### src/rtl/id_ex_hazard_pipe_pkg.sv
// rtl/id_ex_hazard_pipe_pkg.sv - shared control-word layout and EX update actions for the ID/EX stage
package id_ex_hazard_pipe_pkg;

    localparam int DEF_CONTROL_SIZE = 18;
    localparam int DEF_DATA_WIDTH   = 32;
    localparam int DEF_REG_ADDR     = 5;
    localparam int DEF_CNT_WIDTH    = 16;
    localparam int SHAMT_W          = 5;

    localparam int REG_WRITE = 0;
    localparam int MEM_READ  = 3;

    typedef enum logic [1:0] {
        ACT_HOLD   = 2'd0,
        ACT_BUBBLE = 2'd1,
        ACT_LOAD   = 2'd2
    } ex_action_e;

    function automatic ex_action_e pick_action(input logic halt, input logic flush,
                                               input logic hz);
        if (halt)
            return ACT_HOLD;
        else if (flush || hz)
            return ACT_BUBBLE;
        else
            return ACT_LOAD;
    endfunction

endpackage

### src/rtl/id_ex_hazard_pipe_load_use_detect.sv
// rtl/id_ex_hazard_pipe_load_use_detect.sv - combinational load-use compare between EX load and ID sources
module load_use_detect #(
    parameter int REG_ADDR = 5
) (
    input  logic                ex_valid,
    input  logic                ex_mem_read,
    input  logic [REG_ADDR-1:0] ex_rt_addr,
    input  logic [REG_ADDR-1:0] id_rs_addr,
    input  logic [REG_ADDR-1:0] id_rt_addr,
    output logic                hz
);

    // A load into $0 never produces a value, so it can never create a hazard.
    always_comb begin
        hz = ex_valid && ex_mem_read && (ex_rt_addr != '0) &&
             ((ex_rt_addr == id_rs_addr) || (ex_rt_addr == id_rt_addr));
    end

endmodule

### src/rtl/id_ex_hazard_pipe.sv
// rtl/id_ex_hazard_pipe.sv - ID/EX pipeline register with load-use stall, flush, halt and bubble counter
module id_ex_hazard_pipe
    import id_ex_hazard_pipe_pkg::*;
#(
    parameter int CONTROL_SIZE = DEF_CONTROL_SIZE,
    parameter int DATA_WIDTH   = DEF_DATA_WIDTH,
    parameter int REG_ADDR     = DEF_REG_ADDR,
    parameter int CNT_WIDTH    = DEF_CNT_WIDTH
) (
    input  logic                    i_clk,
    input  logic                    i_rst_n,
    input  logic                    i_halt,
    input  logic                    i_flush,
    input  logic [CONTROL_SIZE-1:0] i_control,
    input  logic [REG_ADDR-1:0]     i_rs_addr,
    input  logic [REG_ADDR-1:0]     i_rt_addr,
    input  logic [REG_ADDR-1:0]     i_rd_addr,
    input  logic [SHAMT_W-1:0]      i_shamt,
    input  logic [DATA_WIDTH-1:0]   i_rs_data,
    input  logic [DATA_WIDTH-1:0]   i_rt_data,
    input  logic [DATA_WIDTH-1:0]   i_imm,
    input  logic [DATA_WIDTH-1:0]   i_pc4,
    output logic                    o_ctrl_enable,
    output logic                    o_pc_write,
    output logic                    o_ifid_write,
    output logic [CONTROL_SIZE-1:0] o_ex_control,
    output logic                    o_ex_valid,
    output logic [REG_ADDR-1:0]     o_ex_rs_addr,
    output logic [REG_ADDR-1:0]     o_ex_rt_addr,
    output logic [REG_ADDR-1:0]     o_ex_rd_addr,
    output logic [SHAMT_W-1:0]      o_ex_shamt,
    output logic [DATA_WIDTH-1:0]   o_ex_rs_data,
    output logic [DATA_WIDTH-1:0]   o_ex_rt_data,
    output logic [DATA_WIDTH-1:0]   o_ex_imm,
    output logic [DATA_WIDTH-1:0]   o_ex_pc4,
    output logic [CNT_WIDTH-1:0]    o_bubble_count
);

    logic [CONTROL_SIZE-1:0] control_q, control_d;
    logic                    valid_q, valid_d;
    logic [REG_ADDR-1:0]     rs_addr_q, rs_addr_d;
    logic [REG_ADDR-1:0]     rt_addr_q, rt_addr_d;
    logic [REG_ADDR-1:0]     rd_addr_q, rd_addr_d;
    logic [SHAMT_W-1:0]      shamt_q, shamt_d;
    logic [DATA_WIDTH-1:0]   rs_data_q, rs_data_d;
    logic [DATA_WIDTH-1:0]   rt_data_q, rt_data_d;
    logic [DATA_WIDTH-1:0]   imm_q, imm_d;
    logic [DATA_WIDTH-1:0]   pc4_q, pc4_d;
    logic [CNT_WIDTH-1:0]    bubble_count_q, bubble_count_d;

    logic       hz;
    ex_action_e action;

    load_use_detect #(
        .REG_ADDR (REG_ADDR)
    ) u_load_use_detect (
        .ex_valid    (valid_q),
        .ex_mem_read (control_q[MEM_READ]),
        .ex_rt_addr  (rt_addr_q),
        .id_rs_addr  (i_rs_addr),
        .id_rt_addr  (i_rt_addr),
        .hz          (hz)
    );

    // Flush redirects fetch, so only the hazard and halt gate PC / IF-ID writes.
    always_comb begin
        o_ctrl_enable = ~hz;
        o_pc_write    = ~i_halt & ~hz;
        o_ifid_write  = ~i_halt & ~hz;
        action        = pick_action(i_halt, i_flush, hz);
    end

    always_comb begin
        control_d      = control_q;
        valid_d        = valid_q;
        rs_addr_d      = rs_addr_q;
        rt_addr_d      = rt_addr_q;
        rd_addr_d      = rd_addr_q;
        shamt_d        = shamt_q;
        rs_data_d      = rs_data_q;
        rt_data_d      = rt_data_q;
        imm_d          = imm_q;
        pc4_d          = pc4_q;
        bubble_count_d = bubble_count_q;
        case (action)
            ACT_BUBBLE: begin
                control_d = '0;
                valid_d   = 1'b0;
                rs_addr_d = '0;
                rt_addr_d = '0;
                rd_addr_d = '0;
                shamt_d   = '0;
                rs_data_d = '0;
                rt_data_d = '0;
                imm_d     = '0;
                pc4_d     = '0;
                // Flush and hazard in the same cycle still insert a single bubble.
                if (!(&bubble_count_q))
                    bubble_count_d = bubble_count_q + {{(CNT_WIDTH-1){1'b0}}, 1'b1};
            end
            ACT_LOAD: begin
                control_d = i_control;
                valid_d   = |i_control;
                rs_addr_d = i_rs_addr;
                rt_addr_d = i_rt_addr;
                rd_addr_d = i_rd_addr;
                shamt_d   = i_shamt;
                rs_data_d = i_rs_data;
                rt_data_d = i_rt_data;
                imm_d     = i_imm;
                pc4_d     = i_pc4;
            end
            default: ;
        endcase
    end

    always_ff @(posedge i_clk or negedge i_rst_n) begin
        if (!i_rst_n) begin
            control_q      <= '0;
            valid_q        <= 1'b0;
            rs_addr_q      <= '0;
            rt_addr_q      <= '0;
            rd_addr_q      <= '0;
            shamt_q        <= '0;
            rs_data_q      <= '0;
            rt_data_q      <= '0;
            imm_q          <= '0;
            pc4_q          <= '0;
            bubble_count_q <= '0;
        end else begin
            control_q      <= control_d;
            valid_q        <= valid_d;
            rs_addr_q      <= rs_addr_d;
            rt_addr_q      <= rt_addr_d;
            rd_addr_q      <= rd_addr_d;
            shamt_q        <= shamt_d;
            rs_data_q      <= rs_data_d;
            rt_data_q      <= rt_data_d;
            imm_q          <= imm_d;
            pc4_q          <= pc4_d;
            bubble_count_q <= bubble_count_d;
        end
    end

    assign o_ex_control   = control_q;
    assign o_ex_valid     = valid_q;
    assign o_ex_rs_addr   = rs_addr_q;
    assign o_ex_rt_addr   = rt_addr_q;
    assign o_ex_rd_addr   = rd_addr_q;
    assign o_ex_shamt     = shamt_q;
    assign o_ex_rs_data   = rs_data_q;
    assign o_ex_rt_data   = rt_data_q;
    assign o_ex_imm       = imm_q;
    assign o_ex_pc4       = pc4_q;
    assign o_bubble_count = bubble_count_q;

endmodule

### config.mk
export PLATFORM = sky130hd
export DESIGN_NAME = id_ex_hazard_pipe
export DESIGN_NICKNAME = d
export VERILOG_FILES = /design/src/rtl/id_ex_hazard_pipe_pkg.sv /design/src/rtl/id_ex_hazard_pipe_load_use_detect.sv /design/src/rtl/id_ex_hazard_pipe.sv
export SDC_FILE = /design/constraint.sdc
export NUM_CORES = 1
export LEC_CHECK = 0
export BUFFER_PORTS_ARGS = -buffer_cell sky130_fd_sc_hd__buf_4
export CORE_AREA = 5 5 137 139
export DETAILED_ROUTE_END_ITERATION = 8
export DIE_AREA = 0 0 142 144
export PLACE_DENSITY = 0.71
export SETUP_SLACK_MARGIN = 0.05
export SLEW_MARGIN = 10
export SYNTH_ARGS = -nofsm -noshare
export SYNTH_HDL_FRONTEND = slang
export SYNTH_HIERARCHICAL = 1
export SYNTH_SLANG_ARGS = --single-unit
### constraint.sdc
create_clock -name i_clk -period 2.4 [get_ports i_clk]
set_input_delay 0.36 -clock i_clk [delete_from_list [all_inputs] [get_ports i_clk]]
set_output_delay 0.36 -clock i_clk [all_outputs]
set_load 0.01 [all_outputs]
==> impl_summary.txt <==
----------------------------------------------------
[Status]
  Result of the run ... finished, final reports clean

[Routing]
  Routed WL per cell ... 20.08 µm
  Post-DR vias/cell ... 5.219
  DRT Pass-1 Iters ... 4
  ANT nets after route ... 0
  DRC violation count after routing ... 0
  Drt initial violations ... 233
  DRT Wirelength ... 21.31 mm
  Count of vias placed by the detailed router ... 5,537

[Finish]
  Most frequent cells in the layout ... buf_4 (363), dfrtp_1 (179), a22o_1 (167)
  Filler-free cell count of the finished design ... 1,061
  Antenna Cells ... 0
  Area growth from synthesis to layout ... 52.41%
  Fraction of final layout cells with drive strength greater than 1 ... 0.4964
  Final-stage net count ... 990
  Core utilization of the finished layout ... 0.5908
  Commonest non-fill, non-tap cell in the layout ... buf_4

[Die]
  Number of rows in the core area ... 49
  Die span in x ... 142 µm
  Boundary pin count ... 356
  Core Footprint ... 17,530 µm²
  Initial core utilization ... 0.3876
  DIE AREA ... 20,450 µm²
  Height of the die ... 144 µm

[STA]
  Highest clock frequency the design can meet ... 0.4307 GHz
  Final number of max-transition violations ... 0
  Accumulated negative setup slack ... 0 ps
  Unrepaired setup endpoints after global routing ... true
  Worst clock skew ... 7.471 ps
  Max-Slew Margin vs Limit ... 0.4443
  # setup viols final ... 0
  Share of the clock period used by the worst path after layout ... 0.9674
  Worst hold margin ... 146.6 ps
  Transition time of the tightest slew-check pin ... 833.5 ps
  Fin. Hold Viols ... 0
  Min Tclk post-route ... 2322 ps

[Placed design]
  RePlAce Congestion ... 0.8705
  Hpwl dp ... 15.63 mm
  Count of port buffers added during placement ... 355
  Number of placed instances, taps included ... 1,025

[Global route]
  Total routing resource utilization after global routing ... 0.2029
  Final global-route overflow total ... 0
  Antenna violations before repair ... 0
  Maximum number of pins on one net before global-route repair ... 161
  Number of global-route vias before repair ... 5,857
  Global-route wire length before repair ... 32.51 mm

[Power and ir drop]
  Overall power of the completed layout ... 7.589 mW
  Logic pwr share ... 0.181
  Worst vdd rail ir drop ... 0.4424 mV
  Leakage power total ... 5.342 nW
  P_sw ... 2.080 mW
  Switching share of power ... 0.2741
  Sequential share of power ... 0.472
  Total power density per cell area ... 732.6 nW/µm²
  Clock Power Share ... 0.347
  P_int ... 5.508 mW

[CTS]
  Maximum count of clock buffers along a single path ... 2
  Clock-pin transition on the worst setup and hold timing paths ... 70 ps
  Cts bufs inserted ... 17
  Clock Sinks ... 183
  Clock latency reported for the late side of the worst-skew pair ... 420 ps
  Clock root buffer master ... clkbuf_16
  CTS tree ... done
  H-tree lvl count ... 4

[Logic synthesis]
  Share of the yosys chip area belonging to registers ... 0.6738
  Mean Syn Cell Area ... 14.52 µm²
  Post-synth top area cell ... dfrtp_1
  Cell area after synthesis ... 6797 µm²
  Yosys warns ... 6
  Number of unique standard cell types used by synthesis ... 31
  Portion of synthesized cell area occupied by the leading cell type ... 0.6738
  Total nets after synthesis ... 639
  Post-Synthesis Cells ... 468
  Top area cells in the synthesized netlist ... dfrtp_1 (67%), a22o_1 (22%), xnor2_1 (1.7%), xor2_1 (1.4%), clkbuf_1 (1.2%)
  Seq cells post-synth ... 183

[Worst setup path]
  Longest individual stage delay on the worst path ... 540 ps
  Crit start category ... flop
  Reg-to-reg slack, setup ... 80 ps
  Data arrival time at the worst-slack endpoint ... 2680 ps
  Maximum fanout along the worst path ... 101
  Max stage delay cell, worst path ... or4_4
  Required @ worst endpoint ... 2750 ps
  Type of element capturing the critical path ... flop
  Worst path cell trace ... or4_4 -> o211ai_2 -> a21oi_4 -> nor3_2 -> clkbuf_16 -> a22o_1
  Critical path class ... flop to flop

[Hold path]
  Class of the tightest hold or removal check ... input pin to flop

[Run]
  Max-cap violations ... 0

----------------------------------------------------
## power groups by stage
stage | Combinational, mW | Clock, mW | Sequential (mW)
2_1_floorplan | 0.389 | 0 | 3.73
3_3_place_gp | 1.35 | 0 | 3.62
3_5_place_dp | 1.37 | 0 | 3.63
4_1_cts | 1.38 | 2.71 | 3.58
5_1_grt | 1.48 | 2.84 | 3.62
6_report | 1.37 | 2.63 | 3.58
## final timing paths
path                                                    from                      endpoint  cells after the start
worst max-delay path             o_ex_rt_addr[3]$_DFFE_PN0P_       o_ex_imm[5]$_DFFE_PN0P_                      6
worst min register to register  o_ex_rs_data[26]$_DFFE_PN0P_  o_ex_rs_data[26]$_DFFE_PN0P_                      1
max in group asynchronous                            i_rst_n       o_ex_imm[2]$_DFFE_PN0P_                      3
worst min-delay path                           i_rt_data[30]  o_ex_rt_data[30]$_DFFE_PN0P_                      2
min in group asynchronous                            i_rst_n      o_ex_imm[11]$_DFFE_PN0P_                      2
worst max register to register   o_ex_rt_addr[3]$_DFFE_PN0P_       o_ex_imm[5]$_DFFE_PN0P_                      6
## critical path, delay by kind of cell (launching register included)
family                 cells  cell delay, ps
AO/OA/AOI/OAI              3             500
buffers and inverters      1             420
flip-flops                 1             420
AND/OR/NAND/NOR            2             820
## timing repair
item / in CTS / in global routing
hold buffers: 1 / 0
pin swaps: 0 / 5
setup buffers: 0 / 3
gates resized for setup: 2 / 8
endpoints found under the setup margin: 4 / 86
hold endpoints to repair: 60 / 0
## sequential cells by signal, summed over array words and instances, names as in the netlist
name,cells
o_ex_rt_addr,5
o_ex_pc4,32
o_ex_control,18
o_ex_rs_data,32
o_ex_shamt,5
o_ex_imm,32
o_ex_rs_addr,5
o_bubble_count,16
o_ex_rt_data,32
o_ex_rd_addr,5
o_ex_valid,1
## through the flow
| stage | setup WS, ps | instance area [µm²] |
|---|---|---|
| 2_1_floorplan | 212.2 | 6797 |
| 3_3_place_gp | 53.83 | 9737 |
| 3_5_place_dp | 45.65 | 9737 |
| 4_1_cts | 57.04 | 10310 |
| 5_1_grt | -3.181 | 10360 |
| 6_report | 78.21 | 10360 |
## final cells by class
type | instances | area [µm²]
Fill cell | 1458 | 7176
Sequential cell | 183 | 4584
Timing Repair Buffer | 370 | 2851
Multi-Input combinational cell | 245 | 2072
Clock buffer | 19 | 442.9
Tap cell | 229 | 286.5
Clock inverter | 13 | 113.9
Inverter | 2 | 7.507
## cells in the mapped netlist
master and n:
clkbuf_1 22, o21ai_1 1, and3_1 3, nand2_1 4, dfrtp_1 183, or4_1 3, a21oi_1 1, o21a_1 1
nor4_4 1, or2_1 1, a22o_1 167, ha_1 1, nor4_1 3, nand3_1 10, xnor2_1 13, buf_4 1
and2_1 1, nor3b_1 1, nor2_1 4, nor3_1 5, o2111ai_1 2, mux2_1 1, o211ai_1 2, buf_2 15
and4_1 4, nand4_1 2, o211ai_2 1, xor2_1 11, inv_1 2, nor4_2 1, o21bai_4 1
## cells by family after synthesis
| family | count (synthesis) | share of synthesized area |
|---|---|---|
| and+or+nand+nor | 43 | 0.03921 |
| xor gates and xnor gates | 24 | 0.03093 |
| adders and majority gates | 1 | 0.001841 |
| AOI/OAI and AO/OA | 176 | 0.2272 |
| muxes | 1 | 0.001657 |
| DFF | 183 | 0.6738 |
| buffers and inverters | 40 | 0.02541 |
## routing by layer
| metal | GRT usage | wire (µm) | up-vias |
|---|---|---|---|
| met5 | 0 | 0 | - |
| met4 | 0.09343 | 753 | 0 |
| met3 | 0.05456 | 1409 | 45 |
| met2 | 0.3317 | 10810 | 225 |
| met1 | 0.2534 | 8334 | 2771 |
| li1 | - | - | 2496 |
No activity file was read; power rests on OpenSTA's default activity.
